[config.mk]
export PLATFORM = sky130hd
export DESIGN_NAME = cartram_upload
export DESIGN_NICKNAME = d
export VERILOG_FILES = /design/src/rtl/cartram_upload.sv
export SDC_FILE = /design/constraint.sdc
export NUM_CORES = 1
export LEC_CHECK = 0
export BUFFER_PORTS_ARGS = -buffer_cell sky130_fd_sc_hd__buf_2
export CORE_ASPECT_RATIO = 1.5
export CORE_UTILIZATION = 30
export CTS_BUF_LIST = sky130_fd_sc_hd__clkbuf_16
export DETAILED_ROUTE_END_ITERATION = 16
export GPL_TIMING_DRIVEN = 0
export PLACE_DENSITY = 0.56
export SETUP_SLACK_MARGIN = 0.2
export SYNTH_ARGS = -nofsm -noshare
export SYNTH_HDL_FRONTEND = slang
export SYNTH_SLANG_ARGS = --single-unit
[constraint.sdc]
create_clock -name CLK_SYS -period 2 [get_ports CLK_SYS]
set_input_delay 0.1 -clock CLK_SYS [delete_from_list [all_inputs] [get_ports CLK_SYS]]
set_output_delay 0.1 -clock CLK_SYS [all_outputs]
set_load 0.02 [all_outputs]
[src/rtl/cartram_upload.sv]
// Upload reader for cartridge battery RAM. It answers HPS ioctl read strobes for the save index
// by fetching one byte through the cart RAM arbiter.
module cartram_upload #(
  parameter logic [7:0] SAVE_INDEX = 8'd2,
  parameter int         AW         = 13,
  parameter int         RD_LATENCY = 1
) (
  input  logic          CLK_SYS,
  input  logic          RESET,
  input  logic          IOCTL_UPLOAD,
  input  logic [7:0]    IOCTL_INDEX,
  input  logic          IOCTL_RD,
  input  logic [24:0]   IOCTL_ADDR,
  output logic [7:0]    IOCTL_DIN,
  output logic          IOCTL_WAIT,
  output logic          UPLOAD_ACTIVE,
  output logic          RAM_REQ,
  input  logic          RAM_GNT,
  output logic [AW-1:0] RAM_ADDR,
  output logic          RAM_RE,
  input  logic [7:0]    RAM_DATA
);

  // state | meaning
  // IDLE  | waiting for a read strobe
  // REQ   | RAM port requested, waiting for grant
  // READ  | single-cycle RAM read enable
  // LAT   | waiting out the remaining RAM read latency
  // CAPT  | RAM_DATA (or 0xFF for out-of-range) registered into IOCTL_DIN
  typedef enum logic [2:0] {IDLE, REQ, READ, LAT, CAPT} state_t;

  localparam logic [1:0] LAT_INIT = (RD_LATENCY > 1) ? 2'(RD_LATENCY - 2) : 2'd0;

  state_t     state;
  logic [1:0] lat_cnt;
  logic       oor;
  logic       active_cond;
  logic       out_of_range;

  assign active_cond  = IOCTL_UPLOAD && (IOCTL_INDEX == SAVE_INDEX);
  assign out_of_range = |IOCTL_ADDR[24:AW];

  always_ff @(posedge CLK_SYS or posedge RESET) begin
    if (RESET) begin
      state         <= IDLE;
      lat_cnt       <= 2'd0;
      oor           <= 1'b0;
      IOCTL_DIN     <= 8'h00;
      IOCTL_WAIT    <= 1'b0;
      UPLOAD_ACTIVE <= 1'b0;
      RAM_REQ       <= 1'b0;
      RAM_ADDR      <= '0;
      RAM_RE        <= 1'b0;
    end else begin
      UPLOAD_ACTIVE <= active_cond;
      RAM_RE        <= 1'b0;
      // Losing the upload session abandons the read; any byte still in the RAM pipe is dropped.
      if (state != IDLE && !active_cond) begin
        state      <= IDLE;
        oor        <= 1'b0;
        IOCTL_WAIT <= 1'b0;
        RAM_REQ    <= 1'b0;
      end else begin
        case (state)
          IDLE: begin
            if (IOCTL_RD && UPLOAD_ACTIVE) begin
              IOCTL_WAIT <= 1'b1;
              if (out_of_range) begin
                oor   <= 1'b1;
                state <= CAPT;
              end else begin
                oor      <= 1'b0;
                RAM_REQ  <= 1'b1;
                RAM_ADDR <= IOCTL_ADDR[AW-1:0];
                state    <= REQ;
              end
            end
          end
          REQ: begin
            if (RAM_GNT) begin
              RAM_RE <= 1'b1;
              state  <= READ;
            end
          end
          READ: begin
            if (RD_LATENCY > 1) begin
              lat_cnt <= LAT_INIT;
              state   <= LAT;
            end else begin
              state <= CAPT;
            end
          end
          LAT: begin
            if (lat_cnt == 2'd0) state <= CAPT;
            else                 lat_cnt <= lat_cnt - 2'd1;
          end
          CAPT: begin
            IOCTL_DIN  <= oor ? 8'hFF : RAM_DATA;
            IOCTL_WAIT <= 1'b0;
            RAM_REQ    <= 1'b0;
            oor        <= 1'b0;
            state      <= IDLE;
          end
          default: state <= IDLE;
        endcase
      end
    end
  end

endmodule

==> results of run 1 <==
routing by layer:
layer / GRT usage / wire, um
met2: 0.2716 / 1689
met3: 0.05140 / 208
met1: 0.1509 / 1167
met4: 0.04656 / 42
met5: 0 / 0
cell usage after synthesis:
library cell | instances | share of area
o21a_1 | 1 | 0.0057
dfrtp_1 | 31 | 0.59
a31o_2 | 1 | 0.0067
or3_1 | 2 | 0.0096
buf_6 | 1 | 0.0086
a21o_1 | 1 | 0.0057
buf_1 | 1 | 0.0029
o22ai_1 | 1 | 0.0048
o31ai_1 | 1 | 0.0057
or3b_2 | 2 | 0.013
nand2b_1 | 2 | 0.0096
xnor2_1 | 1 | 0.0067
nor2_1 | 20 | 0.057
nor2b_1 | 2 | 0.0096
nor4_1 | 4 | 0.019
and3_1 | 1 | 0.0048
inv_1 | 5 | 0.014
o21ai_0 | 4 | 0.015
ha_1 | 1 | 0.0096
nor3_1 | 2 | 0.0077
buf_2 | 1 | 0.0038
a21oi_1 | 9 | 0.034
mux2_2 | 13 | 0.11
or4_4 | 1 | 0.0086
or4b_4 | 1 | 0.011
nand3_1 | 1 | 0.0038
nand2_1 | 3 | 0.0086
mux2i_1 | 1 | 0.0077
report_power, final:
group | total (uW) | leakage, uW | switching [uW] | internal [uW]
registers | 632 | 0.000424 | 0.917 | 631
logic | 75.7 | 0.000592 | 36.1 | 39.6
clock network | 818 | 0.0000811 | 245 | 574
total | 1530 | 0.00110 | 282 | 1240
per-stage QoR:
stage | setup WS [ns] | hold WS [ns] | total power, uW | instance area, sq um
after floorplan | 0.1871 | 0.2035 | 667.9 | 1321
after global placement | -0.1532 | 0.3322 | 713.9 | 1729
after detailed placement | -0.2250 | 0.3349 | 717.6 | 1729
after CTS | 0.2091 | 0.05428 | 1546 | 1916
after global routing | 0.2069 | 0.05913 | 1575 | 1939
final | 0.2772 | 0.05969 | 1526 | 1939
how the worst min path moves through the flow:
stage	cells past startpoint	slack [ns]	startpoint	end
2_1_floorplan	1	0.20	RESET	IOCTL_DIN[0]$_DFFE_PP0P_
3_3_place_gp	2	0.33	IOCTL_ADDR[9]	RAM_ADDR[9]$_DFFE_PP0P_
3_5_place_dp	2	0.33	IOCTL_ADDR[5]	RAM_ADDR[5]$_DFFE_PP0P_
4_1_cts	2	0.05	IOCTL_ADDR[5]	RAM_ADDR[5]$_DFFE_PP0P_
5_1_grt	2	0.06	IOCTL_ADDR[8]	RAM_ADDR[8]$_DFFE_PP0P_
6_report	2	0.06	IOCTL_ADDR[5]	RAM_ADDR[5]$_DFFE_PP0P_
worst max-delay path, stage by stage:
cell	delay (ns)
buf_2	0.10
or4_4	0.54
or3_1	0.34
buf_6	0.15
or4b_4	0.50
xnor2_1	0.14
kinds of logic after synthesis:
family                     Yosys count
and+or+nand+nor                     41
DFF                                 31
xor gates and xnor gates             1
AOI/OAI and AO/OA                   18
adders and majority gates            1
muxes                               14
buffers and inverters                8
placed cells by master, fill, tap and decap left out, drive strengths merged, types with 2 or more instances in the layout:
| cell type | synthesis | routed |
|---|---|---|
| o21ai | 4 | 4 |
| nor4 | 4 | 4 |
| nand2b | 2 | 2 |
| inv | 5 | 6 |
| nor2b | 2 | 2 |
| mux2 | 13 | 13 |
| a21oi | 9 | 9 |
| nand2 | 3 | 3 |
| or3 | 2 | 2 |
| or3b | 2 | 2 |
| nor2 | 20 | 20 |
| nor3 | 2 | 2 |
| clkbuf | 0 | 5 |
| dfrtp | 31 | 31 |
| buf | 3 | 76 |
area by class of cell:
type / instances / area share
multi-input combinational: 75 / 0.2716
inverter: 5 / 0.009677
buffer: 3 / 0.01355
tap: 46 / 0.02968
sequential: 31 / 0.4013
clock buffer: 5 / 0.06452
clock inverter: 2 / 0.01742
timing repair buffer: 73 / 0.1923
flip-flops by register name (all words and copies together) (netlist names):
register / cells
IOCTL_WAIT: 1
RAM_RE: 1
RAM_REQ: 1
oor: 1
UPLOAD_ACTIVE: 1
IOCTL_DIN: 8
RAM_ADDR: 13
state: 3
lat_cnt: 2
repair_timing:
action,in CTS,in global routing
cloned,0,1
buffers inserted,1,1
pin swaps,1,2
setup endpoints to repair,16,21
resized for setup,3,6
==> flow_summary.json, run 1 <==
{
  "fin_skew_ns": 0.004655,
  "synth_cells": 114,
  "required_ns": 2.15,
  "p_leak_uw": 0.001097,
  "grt_max_degree": 32,
  "root_buffer": "clkbuf_16",
  "clock_latency_ns": 0.27,
  "slew-limit-headroom": 0.2118,
  "finalMaxSlewViolations": 0,
  "clkSinkCount": 31,
  "synth_seq_cells": 31,
  "cts_tree": "built",
  "outcome": "completed",
  "yosysSeqAreaShare": 0.5933,
  "die_area_sq_mm": 0.004632,
  "fp-row-count": 29,
  "fillers": 420,
  "wl_per_cell_um": 12.95,
  "drv_cap": 0,
  "ys.warnings.count": 0,
  "synth_area_sq_mm": 0.001308,
  "hold_violations": 0,
  "dr_total_vias": 1139,
  "hold_path.class": "input pin to flip-flop",
  "grt_pass1_wl_um": 5333,
  "worst-path-max-fanout": 8,
  "multi_input_area_sq_um": 526.8,
  "post-route-util": 0.4608,
  "r2r_cells": 5,
  "ant_nets": 0,
  "drive_gt1_frac": 0.5412,
  "crit_type": "input pin to flip-flop",
  "syn_nets": 161,
  "rsz0062_at_grt": "false",
  "synth.avg_cell_area_sq_um": 11.47,
  "io_buffers": 70,
  "max_freq_mhz": 580.4,
  "synth_top_family_by_area": "simple AND/OR/NAND/NOR gates",
  "die_x_um": 55.91,
  "ios": 71,
  "syn_to_final_growth_pct": 48.33,
  "worstMarginPinSlew_ns": 1.181,
  "startpoint_type": "input pin",
  "worstSetupEndpointType": "flip-flop",
  "drc": 0,
  "setup_tns_ns": 0,
  "timing.rr.end": "IOCTL_DIN[1]$_DFFE_PP0P_",
  "layout_min_cycle_time_ns": 1.723,
  "antenna_found_initial": 0,
  "fin_crit_sh": 0.8614,
  "synthDistinctLibCells": 28,
  "setup_violations": 0,
  "num-nets-final": 241,
  "dieHeight_um": 82.86,
  "core_area_sq_mm": 0.004209,
  "synth-compound-area-share": 0.07847,
  "rr_startpoint": "state[1]$_DFFE_PP0P_",
  "cts_hold_buf": 0,
  "synthAdderAreaFrac": 0.009569,
  "numCtsBuffers": 5,
  "cts.path.max_buffers": 2,
  "start_util": 0.3106,
  "grt_remaining_overflow": 0,
  "grt_pass1_vias": 1253,
  "viasPerCell": 4.746,
  "muxShareOfSynthArea": 0.1196,
  "crit_start": "IOCTL_INDEX[2]",
  "pwr_density_cell_mw_per_mm2": 786.8,
  "ff_latch_area_sq_um": 778.2,
  "critical_path.endpoint": "lat_cnt[0]$_DFFE_PP0P_",
  "synth_simple_gate_area_frac": 0.1627,
  "hpwl_um": 2287,
  "worst_ep_arrival_time_ns": 1.88,
  "dr.pass1.iters": 4,
  "clk_pin_slew_ns": 0.05,
  "wl_um": 3108,
  "synth_xor_area_frac": 0.006699,
  "max-vdd-ir-drop_v": 0.0006913,
  "r2r_slack_ns": 0.30,
  "drt_iter0_drc": 27,
  "gp_congestion": 0.6986,
  "fin_cells": 240,
  "grtUsageTotal": 0.1465,
  "antenna_cells": 0,
  "dp.cells": 230,
  "cts_max_level": 2
}
Note: power is estimated with default switching activity, not from simulation.
==> inputs of run 2 (changes only) <==
--- a/config.mk
+++ b/config.mk
@@ -11,8 +11,10 @@
 export CTS_BUF_LIST = sky130_fd_sc_hd__clkbuf_16
 export DETAILED_ROUTE_END_ITERATION = 16
 export GPL_TIMING_DRIVEN = 0
+export MAX_ROUTING_LAYER = met4
 export PLACE_DENSITY = 0.56
 export SETUP_SLACK_MARGIN = 0.2
+export SLEW_MARGIN = 0
 export SYNTH_ARGS = -nofsm -noshare
 export SYNTH_HDL_FRONTEND = slang
 export SYNTH_SLANG_ARGS = --single-unit
==> run 2 against run 1 <==
Against the previous run:
- first-iteration DRC count unchanged
- routed wire length unchanged
- sequential cell count is the same
- sequential share of layout area unchanged
- sequential power barely moved
- cell count unchanged
- via count unchanged
- power about the same
- critical path depth did not move
- die area stayed put
- combinational power barely moved
==> flow_summary.json, run 2 (synthesis results as in run 1) <==
{
  "drt_iter0_drc": 27,
  "startpoint_type": "input pin",
  "grtUsageTotal": 0.1507,
  "ant_nets": 0,
  "dr_total_vias": 1139,
  "cts.path.max_buffers": 2,
  "syn_to_final_growth_pct": 48.33,
  "grt_pass1_wl_um": 5340,
  "rsz0062_at_grt": "false",
  "r2r_slack_ns": 0.30,
  "fillers": 420,
  "root_buffer": "clkbuf_16",
  "cts_hold_buf": 0,
  "hpwl_um": 2287,
  "cts_max_level": 2,
  "max-vdd-ir-drop_v": 0.0006902,
  "outcome": "completed",
  "drive_gt1_frac": 0.5412,
  "worstSetupEndpointType": "flip-flop",
  "core_area_sq_mm": 0.004209,
  "drc": 0,
  "setup_slack_ns": 0.2772,
  "required_ns": 2.15,
  "ff_latch_area_sq_um": 778.2,
  "post-place-ws_ns": -0.2250,
  "worst_ep_arrival_time_ns": 1.88,
  "p_leak_uw": 0.001097,
  "fin_cells": 240,
  "hold_violations": 0,
  "worst-path-max-fanout": 8,
  "regMostFlops": "RAM_ADDR",
  "mostFrequentLayoutCells": "buf_2, dfrtp_1, nor2_1, mux2_2, a21oi_1",
  "die_area_sq_mm": 0.004632,
  "max_freq_mhz": 580.4,
  "hold_path.class": "input pin to flip-flop",
  "io_buffers": 70,
  "antenna_found_initial": 0,
  "clk_pin_slew_ns": 0.05,
  "slew-limit-headroom": 0.2110,
  "num-nets-final": 241,
  "layout_min_cycle_time_ns": 1.723,
  "antenna_cells": 0,
  "start_util": 0.3106,
  "dieHeight_um": 82.86,
  "fin_crit_sh": 0.8614,
  "pwr_density_cell_mw_per_mm2": 786.7,
  "grt_max_degree": 32,
  "grt_remaining_overflow": 0,
  "wl_per_cell_um": 12.95,
  "die_x_um": 55.91,
  "finalMaxSlewViolations": 0,
  "worstMarginPinSlew_ns": 1.182,
  "fin_skew_ns": 0.004818,
  "drv_cap": 0,
  "numCtsBuffers": 5,
  "clkSinkCount": 31,
  "largest_reg_flops": 13,
  "wl_um": 3108,
  "setup_violations": 0,
  "grt_pass1_vias": 1253,
  "viasPerCell": 4.746,
  "hold_ws_ns": 0.05989,
  "final_common_cell": "buf_2",
  "top_regs": "RAM_ADDR x13, IOCTL_DIN x8, state x3",
  "fp-row-count": 29,
  "clock_latency_ns": 0.27,
  "cts_tree": "built",
  "ios": 71,
  "gp_congestion": 0.7063,
  "multi_input_area_sq_um": 526.8,
  "dr.pass1.iters": 4,
  "crit_type": "input pin to flip-flop",
  "dp.cells": 230
}
[run 2: cell counts in the layout (fill, tap and decap cells not counted)]
Identical to the previous run, type by type.
[run 2: area by class of cell]
class | instances | area share
tap | 46 | 0.02968
multi-input combinational | 75 | 0.2716
clock buffer | 5 | 0.06452
clock inverter | 2 | 0.01742
sequential | 31 | 0.4013
timing repair buffer | 73 | 0.1923
buffer | 3 | 0.01355
inverter | 5 | 0.009677
[run 2: repair_timing]
action	4_1_cts	5_1_grt
endpoints found under the setup margin	16	21
gates cloned	0	1
buffers inserted	1	1
pin swaps	1	2
gates resized for setup	3	6
[run 2: worst paths after layout]
check / cells after the start / from / to
max in group asynchronous: 2 / RESET / state[1]$_DFFE_PP0P_
max reg2reg: 5 / state[1]$_DFFE_PP0P_ / IOCTL_DIN[1]$_DFFE_PP0P_
min reg2reg: 1 / lat_cnt[0]$_DFFE_PP0P_ / lat_cnt[0]$_DFFE_PP0P_
min in group asynchronous: 2 / RESET / state[2]$_DFFE_PP0P_
max: 6 / IOCTL_INDEX[2] / lat_cnt[0]$_DFFE_PP0P_
min: 2 / IOCTL_ADDR[5] / RAM_ADDR[5]$_DFFE_PP0P_
[run 2: where the power goes]
group	switching, uW	internal (uW)
sequential	0.917	631
clock	245	574
combinational	36.1	39.6
total	282	1240
[run 2: routing by layer]
metal	vias up	global-route usage	wire length [um]
met5	-	-	0
met4	0	0.04656	42
met3	6	0.04673	189
met2	42	0.2716	1689
met1	536	0.1540	1186
li1	555	-	-
[run 2: metrics by stage]
stage	cell area (sq um)	setup TNS [ns]	utilization	total power, uW
finish	1939	0	0.4608	1526
global route	1939	0	0.4608	1575
CTS	1916	0	0.4551	1546
detailed placement	1729	-1.294	0.4108	717.6
global placement	1729	-1.190	0.4108	713.9
floorplan	1321	0	-	667.9
[run 2: worst max-delay path, stage by stage]
cell and delay [ns]:
buf_2 0.10, or4_4 0.54, or3_1 0.34, buf_6 0.15, or4b_4 0.50, xnor2_1 0.14
